`src/rtl/fft_r22sdf_ctrl.sv`:
```
// Sequencer for the R2^2 SDF FFT pipeline: stage-0 sample counter, zero flush,
// frames-in-flight tracking and bit-reversed output bin qualification.
module fft_r22sdf_ctrl #(
    parameter int unsigned FFT_N     = 1024,
    parameter int unsigned FFT_NLOG2 = 10,
    parameter int unsigned LATENCY   = 1024,
    parameter int unsigned PEND_W    = 3
) (
    input  logic                 clk_i,
    input  logic                 rst_i,
    input  logic                 start_i,
    input  logic                 valid_i,
    output logic [FFT_NLOG2-1:0] cnt_o,
    output logic                 zero_o,
    output logic                 busy_o,
    output logic                 out_valid_o,
    output logic [FFT_NLOG2-1:0] out_idx_o,
    output logic                 out_last_o,
    output logic                 err_o
);

    localparam logic [1:0] S_IDLE  = 2'd0;
    localparam logic [1:0] S_ARMED = 2'd1;
    localparam logic [1:0] S_RUN   = 2'd2;
    localparam logic [1:0] S_FLUSH = 2'd3;

    localparam int unsigned          LAT_W    = $clog2(LATENCY + 1);
    localparam logic [FFT_NLOG2-1:0] LAST_IDX = FFT_NLOG2'(FFT_N - 1);
    localparam logic [LAT_W-1:0]     LAT_HIT  = LAT_W'(LATENCY - 1);
    localparam logic [PEND_W-1:0]    PEND_MAX = '1;

    logic [1:0]           state, state_nxt;
    logic [FFT_NLOG2-1:0] cnt, ocnt;
    logic [PEND_W-1:0]    pend, pend_nxt;
    logic [LAT_W-1:0]     lat;
    logic                 lat_run, lat_hit;
    logic                 out_act, out_act_nxt;
    logic                 err;
    logic                 frame_start, abort, out_dec, pend_ovf;
    logic [1:0]           dec_n;

    // Frames are counted when their first sample enters, so the output side
    // always finds its frame already pending even when LATENCY < FFT_N;
    // an aborted partial frame is taken back out of the count.
    always_comb begin
        frame_start = valid_i && ((state == S_ARMED) ||
                                  (state == S_RUN && cnt == '0));
        abort       = (state == S_RUN) && !valid_i && (cnt != '0);
        out_dec     = out_act && (ocnt == LAST_IDX);
        lat_hit     = lat_run && (lat == LAT_HIT);
        dec_n       = {1'b0, abort} + {1'b0, out_dec};

        pend_nxt = pend;
        pend_ovf = 1'b0;
        if (frame_start) begin
            if (!out_dec) begin
                if (pend == PEND_MAX) begin
                    pend_ovf = 1'b1;
                end else begin
                    pend_nxt = pend + 1'b1;
                end
            end
        end else if (int'(pend) > int'(dec_n)) begin
            pend_nxt = pend - PEND_W'(dec_n);
        end else begin
            pend_nxt = '0;
        end

        if (out_act) begin
            out_act_nxt = !(out_dec && pend_nxt == '0);
        end else begin
            out_act_nxt = lat_hit && (pend_nxt != '0);
        end

        state_nxt = state;
        case (state)
            S_IDLE:  if (start_i) state_nxt = S_ARMED;
            S_ARMED: if (valid_i) state_nxt = S_RUN;
            S_RUN:   if (!valid_i) state_nxt = S_FLUSH;
            S_FLUSH: if (pend_nxt == '0 && !out_act_nxt) state_nxt = S_IDLE;
            default: state_nxt = S_IDLE;
        endcase
    end

    always_ff @(posedge clk_i) begin
        if (rst_i) begin
            state   <= S_IDLE;
            cnt     <= '0;
            ocnt    <= '0;
            pend    <= '0;
            lat     <= '0;
            lat_run <= 1'b0;
            out_act <= 1'b0;
            err     <= 1'b0;
        end else begin
            state   <= state_nxt;
            pend    <= pend_nxt;
            out_act <= out_act_nxt;
            if (pend_ovf || abort) begin
                err <= 1'b1;
            end

            case (state)
                S_ARMED: cnt <= valid_i ? FFT_NLOG2'(1) : '0;
                S_RUN,
                S_FLUSH: cnt <= (state_nxt == S_IDLE) ? '0 : cnt + 1'b1;
                default: cnt <= '0;
            endcase

            ocnt <= (out_act && out_act_nxt) ? ocnt + 1'b1 : '0;

            if (state == S_IDLE) begin
                lat_run <= 1'b0;
                lat     <= '0;
            end else if (state == S_ARMED && valid_i) begin
                lat_run <= 1'b1;
                lat     <= LAT_W'(1);
            end else if (lat_run) begin
                if (lat_hit) begin
                    lat_run <= 1'b0;
                end else begin
                    lat <= lat + 1'b1;
                end
            end
        end
    end

    always_comb begin
        out_idx_o = '0;
        for (int unsigned i = 0; i < FFT_NLOG2; i++) begin
            out_idx_o[i] = ocnt[FFT_NLOG2-1-i];
        end
    end

    assign cnt_o       = cnt;
    assign zero_o      = (state == S_FLUSH) || (state == S_RUN && !valid_i);
    assign busy_o      = (state != S_IDLE);
    assign out_valid_o = out_act;
    assign out_last_o  = out_dec;
    assign err_o       = err;

endmodule
```
`config.mk`:
```
export PLATFORM = sky130hd
export DESIGN_NAME = fft_r22sdf_ctrl
export DESIGN_NICKNAME = d
export VERILOG_FILES = /design/src/rtl/fft_r22sdf_ctrl.sv
export SDC_FILE = /design/constraint.sdc
export NUM_CORES = 1
export LEC_CHECK = 0
export CORE_MARGIN = 5
export CORE_UTILIZATION = 55
export DETAILED_ROUTE_END_ITERATION = 10
export PLACE_DENSITY = 0.8
export SYNTH_ARGS = -nofsm -noshare
export SYNTH_HDL_FRONTEND = slang
export SYNTH_SLANG_ARGS = --single-unit
```
`constraint.sdc`:
```
create_clock -name clk_i -period 7.67 [get_ports clk_i]
set_input_delay 0.767 -clock clk_i [delete_from_list [all_inputs] [get_ports clk_i]]
set_output_delay 0.767 -clock clk_i [all_outputs]
set_load 0.01 [all_outputs]
```
==> impl_results.md <==
* Top cells by area, synth: dfxtp_1 37%, xnor2_1 5.8%, ha_1 4.7%, nor2_1 4.6%, nand3_1 3.8%
* Drt first pass iters at 4
* CP startpoint kind: flop
* Cts repair resizes at 0
* Synth warn at 0
* Synth top area share at 0.368
* Actual transition at the worst max-transition pin at 0.968 ns
* Fillers at 324
* Critical Path RT at 7.80 ns
* DRT Wirelength at 4.29 mm
* WP buf/inv at 2
* Die Area at 5200 um^2
* GRT Total Usage at 0.172
* Synthesized flop and latch total at 39
* Kind of critical path: reg2reg
* Setup TNS at 0 ns
* Pwr Density at 162 nW/um^2
* Unrepaired setup endpoints after global routing: no
* Sequential element share of the synthesized area at 0.368
* Clock-pin slew of the registers on the worst-case setup and hold paths at 0.07 ns
* Nets at 276
* Worst-Skew Late Latency at 0.29 ns
* Post-route DRC at 0
* CTS Buf Count at 5
* CTS tree: built
* Non-Filler Instances at 312
* Sink Count at 39
* Final hold vios at 0
* Ys async rst share at 0
* Most used cell, CP: ha_1
* Placed Cells at 304
* Final core occ at 0.686
* Critical Path, Cell by Cell: ha_1 -> nand4_2 -> or3_1 -> inv_1 -> ha_1 -> ha_1 -> inv_1 -> fa_1 -> nor2b_1 -> o21ai_0 -> a31oi_4 -> o221ai_4 -> a21oi_1
* WP data arrival at 4.02 ns
* Area delta synth->final at 19.4%
* Mean post-synth cell area at 9.10 um^2
* Post-Synth XOR/XNOR Area at 0.0950
* Worst VDD drop at 0.0840 mV
* Routed len/inst at 13.7 um
* Post-Synth Simple-Gate Area at 0.285
* Top_reg_cell synth: dfxtp_1
* Postcts setup bufs at 0
* Register Area at 781 um^2
* Final ANT Viol Nets at 0
* Root Buffer Master: clkbuf_8
* Global route overflow at 0
* Number of global-route vias before repair at 1574
* Max Cap Viol at 0
* Die height at 72.1 um
* Placed Area at 2430 um^2
* Setup ws final at 3.78 ns
* DR vias/cell at 5.64
* Combinational family with the most area after synthesis: simple AND/OR/NAND/NOR gates
* Fin crit period at 3.89 ns
* DP Worst Slack at 3.74 ns
* Syn nets at 246
* Synth Area in Compound Gates at 0.150
* DR vias at 1761
* Clock Skew at 0.00423 ns
* Critical-path top delay cell: or3_1
* Lkg Pwr at 0.849 nW
* Multi-input logic area at 1270 um^2
* CTS H-tree depth at 2
* Period Utilization, post-route at 0.507
* Die Width at 72.1 um
* Initial antenna violation count at 0
* Final GP Congestion at 0.815
* Final setup viols at 0
* Fmax at 257 MHz
* Core ar. at 3690 um^2
* Max Slew Vio Count at 0
* Synth Area in Adders at 0.0567
* Post-synth EDFFs at 0
* Layout cells sized above 1 at 0.106
* Post-synthesis mux area share at 0.0142
* Post-Layout Inst Area at 2530 um^2
* I/O Pins at 29
* First-pass GRT wire length at 7.14 mm
* DR iter-0 viols at 91
* CP delay by family, top: adder cells
* Crit. End Element: flop
* Cell count after synthesis at 233
* Largest net degree at the start of global routing at 22
* DP HPWL at 3.14 mm
* Post-Syn Area at 2120 um^2
* Post-synth top area cell: dfxtp_1
* Core Rows at 22
* Max clock buf depth at 2
* # port buffers at 28
* Synth unique cells at 47
* # diodes at 0
* Status: finished, final reports clean
* Hold buffer count at CTS at 0
* Rel. slew slack at 0.353
* Worst Path Max Fanout at 10
* Initial core utilization at 0.575
* Worst Hold Class: reg2reg
* Crit-path max cell delay at 0.57 ns
==> worst paths after layout <==
kind | from | endpoint | slack, ns | depth (start not counted)
setup / recovery | ocnt[0]$_SDFF_PP0_ | state[1]$_SDFF_PP0_ | 3.78 | 13
hold / removal | ocnt[0]$_SDFF_PP0_ | ocnt[0]$_SDFF_PP0_ | 0.48 | 1
setup reg to reg | ocnt[0]$_SDFF_PP0_ | state[1]$_SDFF_PP0_ | 3.78 | 13
hold reg to reg | ocnt[0]$_SDFF_PP0_ | ocnt[0]$_SDFF_PP0_ | 0.48 | 1
==> power by group <==
part           total [mW]  switching [mW]  internal [mW]
clock               0.149          0.0666         0.0820
sequential          0.211         0.00530          0.206
combinational      0.0491          0.0291         0.0200
total               0.409           0.101          0.308
==> kinds of logic (layout without fill, tap and decap cells) <==
kind of cell,after synthesis,count (layout)
AOI/OAI and AO/OA,37,37
muxes,3,3
xor gates and xnor gates,23,23
buffers and inverters,15,46
DFF,39,39
and+or+nand+nor,107,107
adders and majority gates,9,9
==> layer usage <==
metal	vias up	track usage	wire length, um
met3	9	0.0471	157
met1	836	0.225	2010
met5	-	0	0
li1	887	-	-
met4	0	0.0480	63
met2	29	0.278	2060
==> cells in the final DEF (no fill, tap or decap), drive strengths merged, types with 2 or more instances in the layout <==
cell type,count
a211oi,2
a21boi,2
a21oi,13
and3,7
and4,3
clkbuf,8
clkdlybuf4s50,28
dfxtp,39
ha,8
inv,10
mux2i,3
nand2,13
nand2b,3
nand3,16
nand4,5
nor2,26
nor2b,3
nor3,14
nor3b,4
nor4,3
o21ai,8
o31a,2
o32ai,2
or2,2
or3,5
xnor2,14
xor2,9
==> flip-flops by register name, summed over array words and instances (netlist names) <==
signal / flops
out_valid_o: 1
err_o: 1
state: 2
ocnt: 10
cnt_o: 10
pend: 3
lat: 11
lat_run: 1
==> metrics by stage <==
step	hold slack [ns]	power [mW]
floorplan	0.476	0.251
global placement	0.467	0.264
detailed placement	0.466	0.264
CTS	0.484	0.413
global route	0.542	0.426
finish	0.481	0.409
==> synth_stat cells, types with 2 or more instances <==
| cell type | instances |
|---|---|
| o21ai_0 | 5 |
| buf_2 | 2 |
| dfxtp_1 | 39 |
| o21ai_1 | 2 |
| nor3_2 | 8 |
| nand2_1 | 13 |
| a21oi_1 | 12 |
| nor2b_1 | 3 |
| ha_1 | 8 |
| clkbuf_1 | 2 |
| mux2i_1 | 3 |
| nand4_1 | 4 |
| xnor2_1 | 14 |
| xor2_1 | 9 |
| o32ai_1 | 2 |
| or2_2 | 2 |
| nor4_1 | 3 |
| nand3_1 | 16 |
| nor3b_1 | 3 |
| inv_1 | 10 |
| and3_1 | 7 |
| nor2_1 | 26 |
| nor3_1 | 6 |
| or3_1 | 4 |
| a21boi_0 | 2 |
| and4_1 | 3 |
| nand2b_1 | 3 |
| a211oi_1 | 2 |
| o31a_1 | 2 |
==> layout make-up <==
class                      count  share of cell area
multi-input combinational    179               0.503
sequential                    39               0.308
timing repair buffer          28               0.111
inverter                      10              0.0148
tap                           48              0.0237
clock buffer                   8              0.0395
No activity file was read; power rests on OpenSTA's default activity.
